**config.mk**
```make
export PLATFORM = sky130hd
export DESIGN_NAME = phasemean_ctrl
export DESIGN_NICKNAME = d
export VERILOG_FILES = /design/src/rtl/phasemean_pkg.sv /design/src/rtl/phase_capture.sv /design/src/rtl/phasemean_ctrl.sv
export SDC_FILE = /design/constraint.sdc
export NUM_CORES = 1
export LEC_CHECK = 0
export BUFFER_PORTS_ARGS = -buffer_cell sky130_fd_sc_hd__buf_2
export CORE_MARGIN = 3
export CORE_UTILIZATION = 30
export DETAILED_ROUTE_END_ITERATION = 8
export GPL_ROUTABILITY_DRIVEN = 0
export HOLD_SLACK_MARGIN = 0.06
export PLACE_DENSITY = 0.55
export SLEW_MARGIN = 0
export SYNTH_ARGS = -nofsm -noshare
export SYNTH_HDL_FRONTEND = slang
export SYNTH_HIERARCHICAL = 1
export SYNTH_SLANG_ARGS = --single-unit
```
**constraint.sdc**
```tcl
create_clock -name clock -period 7.48 [get_ports clock]
set_input_delay 1.496 -clock clock [delete_from_list [all_inputs] [get_ports clock]]
set_output_delay 1.496 -clock clock [all_outputs]
set_load 0.05 [all_outputs]
```
**src/rtl/phasemean_pkg.sv**
```systemverilog
// Shared constants, state encoding and K clamp for the phasemean sequencer.
package phasemean_pkg;

    localparam int unsigned PM_WIDTH = 16;
    localparam int unsigned PM_KMAX  = 10;
    localparam int unsigned PM_NCH   = 6;
    localparam int unsigned PM_KW    = 10;
    localparam int unsigned PM_CNTW  = 11;
    localparam int unsigned PM_DROPW = 8;

    typedef enum logic [2:0] {
        ST_IDLE    = 3'd0,
        ST_COLLECT = 3'd1,
        ST_ISSUE   = 3'd2,
        ST_SETTLE  = 3'd3,
        ST_DONE    = 3'd4
    } pm_state_e;

    // Limit the requested log2 set count to what the accumulator supports.
    function automatic logic [PM_KW-1:0] clamp_k(input logic [PM_KW-1:0] k,
                                                 input int unsigned     kmax);
        if (32'(k) > kmax) begin
            return PM_KW'(kmax);
        end
        return k;
    endfunction

endpackage

```
**src/rtl/phase_capture.sv**
```systemverilog
// One channel's holding register and captured flag; a strobe in the same
// cycle as clear starts the next set.
module phase_capture
    import phasemean_pkg::*;
#(
    parameter int unsigned WIDTH = PM_WIDTH
) (
    input  logic                    clock,
    input  logic                    reset,
    input  logic                    strobe,
    input  logic signed [WIDTH-1:0] data,
    input  logic                    clear,
    output logic signed [WIDTH-1:0] hold,
    output logic                    got
);

    logic signed [WIDTH-1:0] hold_q, hold_d;
    logic                    got_q, got_d;

    always_comb begin
        hold_d = hold_q;
        got_d  = got_q & ~clear;
        if (strobe) begin
            hold_d = data;
            got_d  = 1'b1;
        end
    end

    always_ff @(posedge clock or negedge reset) begin
        if (!reset) begin
            hold_q <= '0;
            got_q  <= 1'b0;
        end else begin
            hold_q <= hold_d;
            got_q  <= got_d;
        end
    end

    assign hold = hold_q;
    assign got  = got_q;

endmodule

```
**src/rtl/phasemean_ctrl.sv**
```systemverilog
// Collects one sample per channel, issues complete sets to phasemean and
// flags the mean after 2^K sets. PHASEMEAN_CTRL_TIMEOUT_EN adds set timeout.
module phasemean_ctrl
    import phasemean_pkg::*;
#(
    parameter int unsigned WIDTH   = PM_WIDTH,
    parameter int unsigned KMAX    = PM_KMAX,
    parameter int unsigned SETTLE  = 4,
    parameter int unsigned TIMEOUT = 64
) (
    input  logic                    clock,
    input  logic                    reset,
    input  logic                    start,
    input  logic [PM_KW-1:0]        K,
    input  logic [PM_NCH-1:0]       phase_valid,
    input  logic signed [WIDTH-1:0] in_phase_1,
    input  logic signed [WIDTH-1:0] in_phase_2,
    input  logic signed [WIDTH-1:0] in_phase_3,
    input  logic signed [WIDTH-1:0] in_phase_4,
    input  logic signed [WIDTH-1:0] in_phase_5,
    input  logic signed [WIDTH-1:0] in_phase_6,
    output logic                    pm_enable,
    output logic signed [WIDTH-1:0] pm_sampl_1,
    output logic signed [WIDTH-1:0] pm_sampl_2,
    output logic signed [WIDTH-1:0] pm_sampl_3,
    output logic signed [WIDTH-1:0] pm_sampl_4,
    output logic signed [WIDTH-1:0] pm_sampl_5,
    output logic signed [WIDTH-1:0] pm_sampl_6,
    output logic [PM_KW-1:0]        pm_K,
    output logic                    busy,
    output logic                    mean_valid,
    output logic [PM_CNTW-1:0]      set_count,
    output logic [PM_DROPW-1:0]     drop_count
);

    localparam int unsigned       SET_W   = (SETTLE > 1) ? $clog2(SETTLE) : 1;
    localparam logic [PM_NCH-1:0] ALL_GOT = '1;

    pm_state_e               state_q, state_d;
    logic                    pm_enable_q, pm_enable_d;
    logic                    mean_valid_q, mean_valid_d;
    logic                    busy_q, busy_d;
    logic [PM_KW-1:0]        pm_k_q, pm_k_d;
    logic [PM_CNTW-1:0]      set_count_q, set_count_d;
    logic [PM_DROPW-1:0]     drop_count_q, drop_count_d;
    logic [SET_W-1:0]        settle_q, settle_d;
    logic signed [WIDTH-1:0] sampl_q [PM_NCH];
    logic signed [WIDTH-1:0] sampl_d [PM_NCH];

    logic signed [WIDTH-1:0] in_phase_c [PM_NCH];
    logic signed [WIDTH-1:0] hold_c     [PM_NCH];
    logic [PM_NCH-1:0]       got_c;
    logic [PM_NCH-1:0]       strobe_c;
    logic                    capture_c;
    logic                    clear_c;
    logic                    set_full_c;
    logic                    drop_c;

    assign in_phase_c[0] = in_phase_1;
    assign in_phase_c[1] = in_phase_2;
    assign in_phase_c[2] = in_phase_3;
    assign in_phase_c[3] = in_phase_4;
    assign in_phase_c[4] = in_phase_5;
    assign in_phase_c[5] = in_phase_6;

    // Strobes count only while a set is being gathered, including the issue
    // cycle, where they seed the next set after the clear.
    assign capture_c  = (state_q == ST_COLLECT) || (state_q == ST_ISSUE);
    assign strobe_c   = phase_valid & {PM_NCH{capture_c}};
    assign clear_c    = (state_q != ST_COLLECT) || drop_c;
    assign set_full_c = ((got_c | strobe_c) == ALL_GOT);

    for (genvar i = 0; i < PM_NCH; i++) begin : g_ch
        phase_capture #(
            .WIDTH (WIDTH)
        ) u_capture (
            .clock  (clock),
            .reset  (reset),
            .strobe (strobe_c[i]),
            .data   (in_phase_c[i]),
            .clear  (clear_c),
            .hold   (hold_c[i]),
            .got    (got_c[i])
        );
    end

`ifdef PHASEMEAN_CTRL_TIMEOUT_EN
    localparam int unsigned TMO_W = (TIMEOUT > 1) ? $clog2(TIMEOUT) : 1;

    logic [TMO_W-1:0] tmo_q, tmo_d;

    // Timer runs from the first capture of a set; an incomplete set at expiry is dropped.
    assign drop_c = (state_q == ST_COLLECT) && (got_c != '0) &&
                    (tmo_q == TMO_W'(TIMEOUT - 1)) && !set_full_c;

    always_comb begin
        tmo_d = tmo_q + TMO_W'(1);
        if ((state_q != ST_COLLECT) || (got_c == '0) || drop_c) begin
            tmo_d = '0;
        end
    end

    always_ff @(posedge clock or negedge reset) begin
        if (!reset) begin
            tmo_q <= '0;
        end else begin
            tmo_q <= tmo_d;
        end
    end
`else
    logic unused_timeout_c;

    // Without the timeout build the set waits indefinitely.
    assign drop_c           = 1'b0;
    assign unused_timeout_c = (TIMEOUT != 0);
`endif

    always_comb begin
        state_d      = state_q;
        pm_enable_d  = 1'b0;
        mean_valid_d = 1'b0;
        busy_d       = busy_q;
        pm_k_d       = pm_k_q;
        set_count_d  = set_count_q;
        drop_count_d = drop_count_q;
        settle_d     = settle_q;
        sampl_d      = sampl_q;

        case (state_q)
            ST_IDLE: begin
                if (start) begin
                    pm_k_d      = clamp_k(K, KMAX);
                    set_count_d = '0;
                    busy_d      = 1'b1;
                    state_d     = ST_COLLECT;
                end
            end
            ST_COLLECT: begin
                if (set_full_c) begin
                    state_d = ST_ISSUE;
                end
            end
            ST_ISSUE: begin
                pm_enable_d = 1'b1;
                sampl_d     = hold_c;
                set_count_d = set_count_q + PM_CNTW'(1);
                if (set_count_d == (PM_CNTW'(1) << pm_k_q)) begin
                    settle_d = '0;
                    state_d  = ST_SETTLE;
                end else begin
                    state_d  = ST_COLLECT;
                end
            end
            ST_SETTLE: begin
                if (settle_q == SET_W'(SETTLE - 1)) begin
                    state_d = ST_DONE;
                end else begin
                    settle_d = settle_q + SET_W'(1);
                end
            end
            ST_DONE: begin
                mean_valid_d = 1'b1;
                busy_d       = 1'b0;
                state_d      = ST_IDLE;
            end
            default: begin
                state_d = ST_IDLE;
            end
        endcase

        if (drop_c && (drop_count_q != '1)) begin
            drop_count_d = drop_count_q + PM_DROPW'(1);
        end
    end

    always_ff @(posedge clock or negedge reset) begin
        if (!reset) begin
            state_q      <= ST_IDLE;
            pm_enable_q  <= 1'b0;
            mean_valid_q <= 1'b0;
            busy_q       <= 1'b0;
            pm_k_q       <= '0;
            set_count_q  <= '0;
            drop_count_q <= '0;
            settle_q     <= '0;
            sampl_q      <= '{default: '0};
        end else begin
            state_q      <= state_d;
            pm_enable_q  <= pm_enable_d;
            mean_valid_q <= mean_valid_d;
            busy_q       <= busy_d;
            pm_k_q       <= pm_k_d;
            set_count_q  <= set_count_d;
            drop_count_q <= drop_count_d;
            settle_q     <= settle_d;
            sampl_q      <= sampl_d;
        end
    end

    assign pm_enable  = pm_enable_q;
    assign mean_valid = mean_valid_q;
    assign busy       = busy_q;
    assign pm_K       = pm_k_q;
    assign set_count  = set_count_q;
    assign drop_count = drop_count_q;
    assign pm_sampl_1 = sampl_q[0];
    assign pm_sampl_2 = sampl_q[1];
    assign pm_sampl_3 = sampl_q[2];
    assign pm_sampl_4 = sampl_q[3];
    assign pm_sampl_5 = sampl_q[4];
    assign pm_sampl_6 = sampl_q[5];

endmodule

```
# [Word level (Yosys, flattened, before mapping)]
# Index checks and enable logic that the tools add are counted.
[classes] mux=25 n_shift=1 bitwise=9 n_eq_ne=13 n_lt_le_gt_ge=1 add_sub_neg=2 reduce_logical=10
[op_table] cell="$pmux 11 s2" n=1
[op_table] cell="$mux 10" n=2
[op_table] cell="$mux 1" n=12
[op_table] cell="$pmux 3 s4" n=1
[op_table] cell="$add 11x1->11 const B" n=1
[op_table] cell="$eq 11x11->1" n=1
[op_table] cell="$mux 11" n=1
[op_table] cell="$shl 1x10->11 const A" n=1
[op_table] cell="$gt 10x4->1 const B" n=1
[op_table] cell="$mux 3" n=3
[op_table] cell="$ne 2x2->1 const B" n=4
[op_table] cell="$and 1x1->1" n=6
[op_table] cell="$and 6x6->6" n=1
[op_table] cell="$eq 3x2->1 const B" n=2
[op_table] cell="$eq 6x6->1 const B" n=1
[op_table] cell="$mux 2" n=3
[op_table] cell="$or 6x6->6" n=1
[op_table] cell="$reduce_and 2->1" n=3
[op_table] cell="$reduce_and 3->1" n=2
[op_table] cell="$reduce_bool 2->1" n=3
[op_table] cell="$pmux 2 s2" n=1
[op_table] cell="$eq 3x1->1 const B" n=1
[op_table] cell="$eq 3x3->1 const B" n=1
[op_table] cell="$logic_not 3->1" n=1
[op_table] cell="other kinds (7)" n=7
[word_totals] output_inout_bits=128 reg_bits=227 in_bits=115 word_cells=86

# [Logic depth before layout (Yosys ltp)]
[logic_depth] ltp_word=7 ltp_mapped=8

# [Modules after synthesis]
# The synthesis kept the hierarchy.
[modules_own_cells] mod="phasemean_ctrl" n_inst=1 seq_area_each_um2=3128.0 cells_per_inst=617 area_per_inst_um2=5400.2
[modules_own_cells] mod="phase_capture" n_inst=6 seq_area_each_um2=425.4 cells_per_inst=37 area_per_inst_um2=683.2

# [Worst setup path before layout]
# OpenSTA, ideal clock, no wires.
[synth_path] path_kind="register to register" start="register set_count_q[0] (netlist: set_count[0])" end="register settle_q[0]" period_less_slack_ps=3070 path_buffers=0 stages_incl_launch_ff=9 setup_ps=120 arrival_time_ps=2950 setup_slack_ps=4410 cell_sequence="dfrtp_1 -> ha_1 -> nand4_1 -> nor3_1 -> xnor3_1 -> nand2_1 -> or4_1 -> or4_4 -> a31o_1"
[synth_via] elab_chain_len=4
[synth_lines] element="start: declaration" line_no="phasemean_ctrl.sv:44" rtl="logic [PM_CNTW-1:0] set_count_q, set_count_d;"
[synth_lines] element="start signal: assignment" line_no="phasemean_ctrl.sv:193" rtl="set_count_q <= set_count_d;"
[synth_lines] element="$add 11x1->11" line_no="phasemean_ctrl.sv:146" rtl="set_count_d = set_count_q + PM_CNTW'(1);"
[synth_lines] element="$eq 11x11->1" line_no="phasemean_ctrl.sv:147" rtl="if (set_count_d == (PM_CNTW'(1) << pm_k_q)) begin"
[synth_lines] element="$ne 2x1->1 (no line)"
[synth_lines] element="$reduce_and 3->1 (no line)"
[synth_lines] element="end signal: assignment" line_no="phasemean_ctrl.sv:195" rtl="settle_q <= settle_d;"
[synth_lines] element="end: declaration" line_no="phasemean_ctrl.sv:46" rtl="logic [SET_W-1:0] settle_q, settle_d;"
# No other way between the ends.
# A chain may end at the register's enable or synchronous reset.

# [Worst setup path in the final report]
[layout_path] start="register state_q[0]" end="register state_q[0]"
[layout_via] elab_chain_len=7 word_cells_on_any_way=13 cone_classes="eq/ne (7); mux (1); bitwise (2); reduce/logical (3)"
[layout_lines] element="start: declaration" line_no="phasemean_ctrl.sv:39" rtl="pm_state_e state_q, state_d;"
[layout_lines] element="start signal: assignment" line_no="phasemean_ctrl.sv:188" rtl="state_q <= state_d;"
[layout_lines] element="$eq 3x1->1 / $eq 3x2->1 (equally long branches)" line_no="phasemean_ctrl.sv:68" rtl="assign capture_c = (state_q == ST_COLLECT) || (state_q == ST_ISSUE);"
[layout_lines] element="$logic_or 1x1->1 (*)" line_no="phasemean_ctrl.sv:68"
[layout_lines] element="$and 6x6->6 (*)" line_no="phasemean_ctrl.sv:69" rtl="assign strobe_c = phase_valid & {PM_NCH{capture_c}};"
[layout_lines] element="named net strobe_c[5]" line_no="phasemean_ctrl.sv:53" rtl="logic [PM_NCH-1:0] strobe_c;"
[layout_lines] element="$or 6x6->6 (*)" line_no="phasemean_ctrl.sv:71" rtl="assign set_full_c = ((got_c | strobe_c) == ALL_GOT);"
[layout_lines] element="$eq 6x6->1 (*)" line_no="phasemean_ctrl.sv:71"
[layout_lines] element="$ne 2x2->1 (no line) (*)"
[layout_lines] element="$reduce_and 3->1 (no line) (*)"
# Mark *: on every way through the listed nets, which the timed path passes. The rest lies on a longest branch.

==> flow_summary.json <==
{
  "relSlewSlack": 0.232,
  "num-fill-cells": 3082,
  "cts_setup_buffers": 0,
  "crit_chain": "xnor2_1, nor2_1, and2_1, o22ai_1, nor2_1, a31oi_1, a221o_1",
  "rr_worst_depth": 7,
  "io_pins": 243,
  "finalCritPeriodShare": 0.433,
  "r2r_setup_slack_ns": 4.24,
  "post_cts_resized": 0,
  "drc": 0,
  "grt_pass1_vias": 6821,
  "ys_warn_count": 6,
  "rows": 64,
  "drive_gt1_frac": 0.359,
  "finalSetupViolCount": 0,
  "grt_max_degree": 97,
  "synth-edff-count": 0,
  "worstHoldStart": "g_ch[0].u_capture/hold[12]",
  "drtIter0Drc": 344,
  "tightest_slew_ns": 1.15,
  "port_buffers": 234,
  "drv_cap": 0,
  "syn2layout_area_growth_pct": 23.5,
  "critPathMaxStageDelay_ns": 1.00,
  "layout_common_cells": "nand2_1, buf_2, dfrtp_1, mux2_4, mux2_2",
  "cts-buffers-inserted": 26,
  "die_x_um": 184,
  "min_to": "pm_sampl_1[12]",
  "max_freq_ghz": 0.309,
  "clk_root_buffer_cell": "clkbuf_16",
  "seq_power_share": 0.363,
  "synthDistinctLibCells": 58,
  "hold_buffers": 0,
  "cts_buffer_depth": 3,
  "ant_nets": 0,
  "grt_overflow": 0,
  "syn_area_per_cell_um2": 11.3,
  "worstSkewPairLatency_ns": 0.53,
  "utilization": 0.380,
  "switching_share": 0.415,
  "routedWlPerCell_um": 15.8,
  "cpMostUsedCell": "nor2_1",
  "startpoint_type": "flop",
  "crit_slowest_cell": "and2_1",
  "internal_power_uw": 3320,
  "synth_area_um2": 9500,
  "switchingPower_uw": 2350,
  "ir_worst_vdd_v": 0.000281,
  "clock_power_share": 0.216,
  "cp.buffers_inverters": 0,
  "cp.depth": 7,
  "tritoncts": "yes",
  "dr_total_vias": 6574,
  "vias_per_cell": 4.44,
  "layout_commonest_cell": "nand2_1",
  "ys_seq_area_frac": 0.598,
  "rr_endpoint": "state_q[0]",
  "fin_crit_ns": 3.24,
  "fin_skew_ns": 0.0206,
  "synth_seq_cells": 227,
  "p_leak_uw": 0.00610,
  "nets": 1185,
  "grt_usage": 0.137,
  "min_path_type": "flop to flop",
  "p_comb_frac": 0.421,
  "status": "finished, final reports clean",
  "timing.rr.start": "state_q[0]",
  "antennaDiodeCount": 0,
  "die_area_um2": 33800,
  "min_path_cells": 2,
  "coreArea_um2": 30900,
  "final_max_slew_viol_count": 0,
  "dpl.hpwl_um": 15400,
  "path_clk_slew_ns": 0.06,
  "grt_pass1_wl_um": 37700,
  "required_ns": 7.88,
  "syn_inst": 839,
  "synth_top_flop_cell": "dfrtp_1",
  "rsz0062_at_grt": "no",
  "first_pass_iters": 4,
  "start_util": 0.307,
  "crit_family": "simple AND/OR/NAND/NOR gates",
  "crit_type": "flop to flop",
  "power_density_nw_per_um2": 483,
  "cts_sinks": 227,
  "hold_viol": 0,
  "cts_max_level": 1,
  "antenna_found_initial": 2,
  "fin_hold_ws_ns": 0.454,
  "cp_max_fo": 18,
  "totalWireLength_um": 23400,
  "synthArstFlopShare": 1.00,
  "tns_ns": 0,
  "critPathArrivalTime_ns": 3.64,
  "die_y_um": 184,
  "worstSetupEndpointType": "flop"
}
## power by group through the flow
stage	clock network (uW)	logic (uW)	registers (uW)
floorplan	0	1130	2850
global placement	0	2400	2070
detailed placement	0	2420	2080
CTS	1280	2430	2070
global route	1330	2580	2140
finish	1230	2380	2060
## cell type report
| class | count | area (um2) | area share |
|---|---|---|---|
| flip-flops and latches | 227 | 5680 | 0.484 |
| inverters | 16 | 62.6 | 0.00533 |
| clock inverters | 7 | 98.8 | 0.00843 |
| repair buffers | 242 | 1240 | 0.106 |
| well taps | 396 | 495 | 0.0422 |
| multi-input cells | 555 | 3440 | 0.293 |
| clock buffers | 38 | 716 | 0.0610 |
## per-layer routing
| metal | up-vias | GRT usage | wire length, um |
|---|---|---|---|
| li1 | 3181 | - | - |
| met1 | 3165 | 0.182 | 10300 |
| met2 | 184 | 0.219 | 10700 |
| met3 | 40 | 0.0439 | 1810 |
| met4 | 4 | 0.0336 | 566 |
| met5 | - | 0 | 27 |
## synth_stat cells, drive strengths merged, types with 3 or more instances
cell | instances | area [um2]
a211oi | 3 | 27.5
a21o | 7 | 60.1
a22o | 3 | 26.3
and2 | 12 | 76.3
and3 | 5 | 31.3
buf | 22 | 258
clkbuf | 26 | 97.6
dfrtp | 227 | 5680
inv | 16 | 60.1
mux2 | 96 | 1280
nand2 | 312 | 1170
nand2b | 3 | 18.8
nand3 | 6 | 35.0
nor2 | 23 | 88.8
nor3 | 9 | 50.1
nor4 | 6 | 43.8
o21ai | 18 | 90.1
or4 | 4 | 37.5
xnor2 | 8 | 77.6
## per-stage QoR
stage	cells	setup WS [ns]	instance area [um2]	total power, uW
floorplan	846	4.41	9530	3980
detailed placement	1436	3.99	10900	4500
CTS	1481	4.16	11700	5770
global placement	1436	4.00	10900	4460
finish	1481	4.24	11700	5670
global route	1481	3.99	11700	6050
## tightest hold or removal path, stage by stage, from the launching register on
cell and delay (ns):
dfrtp_1 0.33, nand2_1 0.05, nand2_1 0.05
## logic make-up after synthesis
group	share of synthesized area
mux	0.135
flops	0.598
other cells	0.000395
compound gates	0.0370
simple gates	0.169
xor+xnor	0.0138
fa+ha+maj	0.00263
buf+inv	0.0437
## registers in the layout, summed over array words and instances (netlist names)
name,cells
pm_sampl_4,16
g_ch.u_capture/got,6
g_ch.u_capture/hold,96
pm_enable,1
state_q,3
pm_sampl_6,16
busy,1
pm_sampl_1,16
pm_K,10
settle_q,2
mean_valid,1
pm_sampl_2,16
set_count,11
pm_sampl_3,16
pm_sampl_5,16
## worst max-delay path by stage
stage	start	endpoint	slack, ns
final	state_q[0]	state_q[0]	4.24
after global routing	state_q[0]	state_q[0]	3.99
after CTS	state_q[0]	state_q[0]	4.16
after detailed placement	phase_valid[5]	state_q[0]	3.99
after global placement	phase_valid[5]	state_q[0]	4.00
after floorplan	set_count[0]	settle_q[0]	4.41
Power figures use the tool's default switching activity.
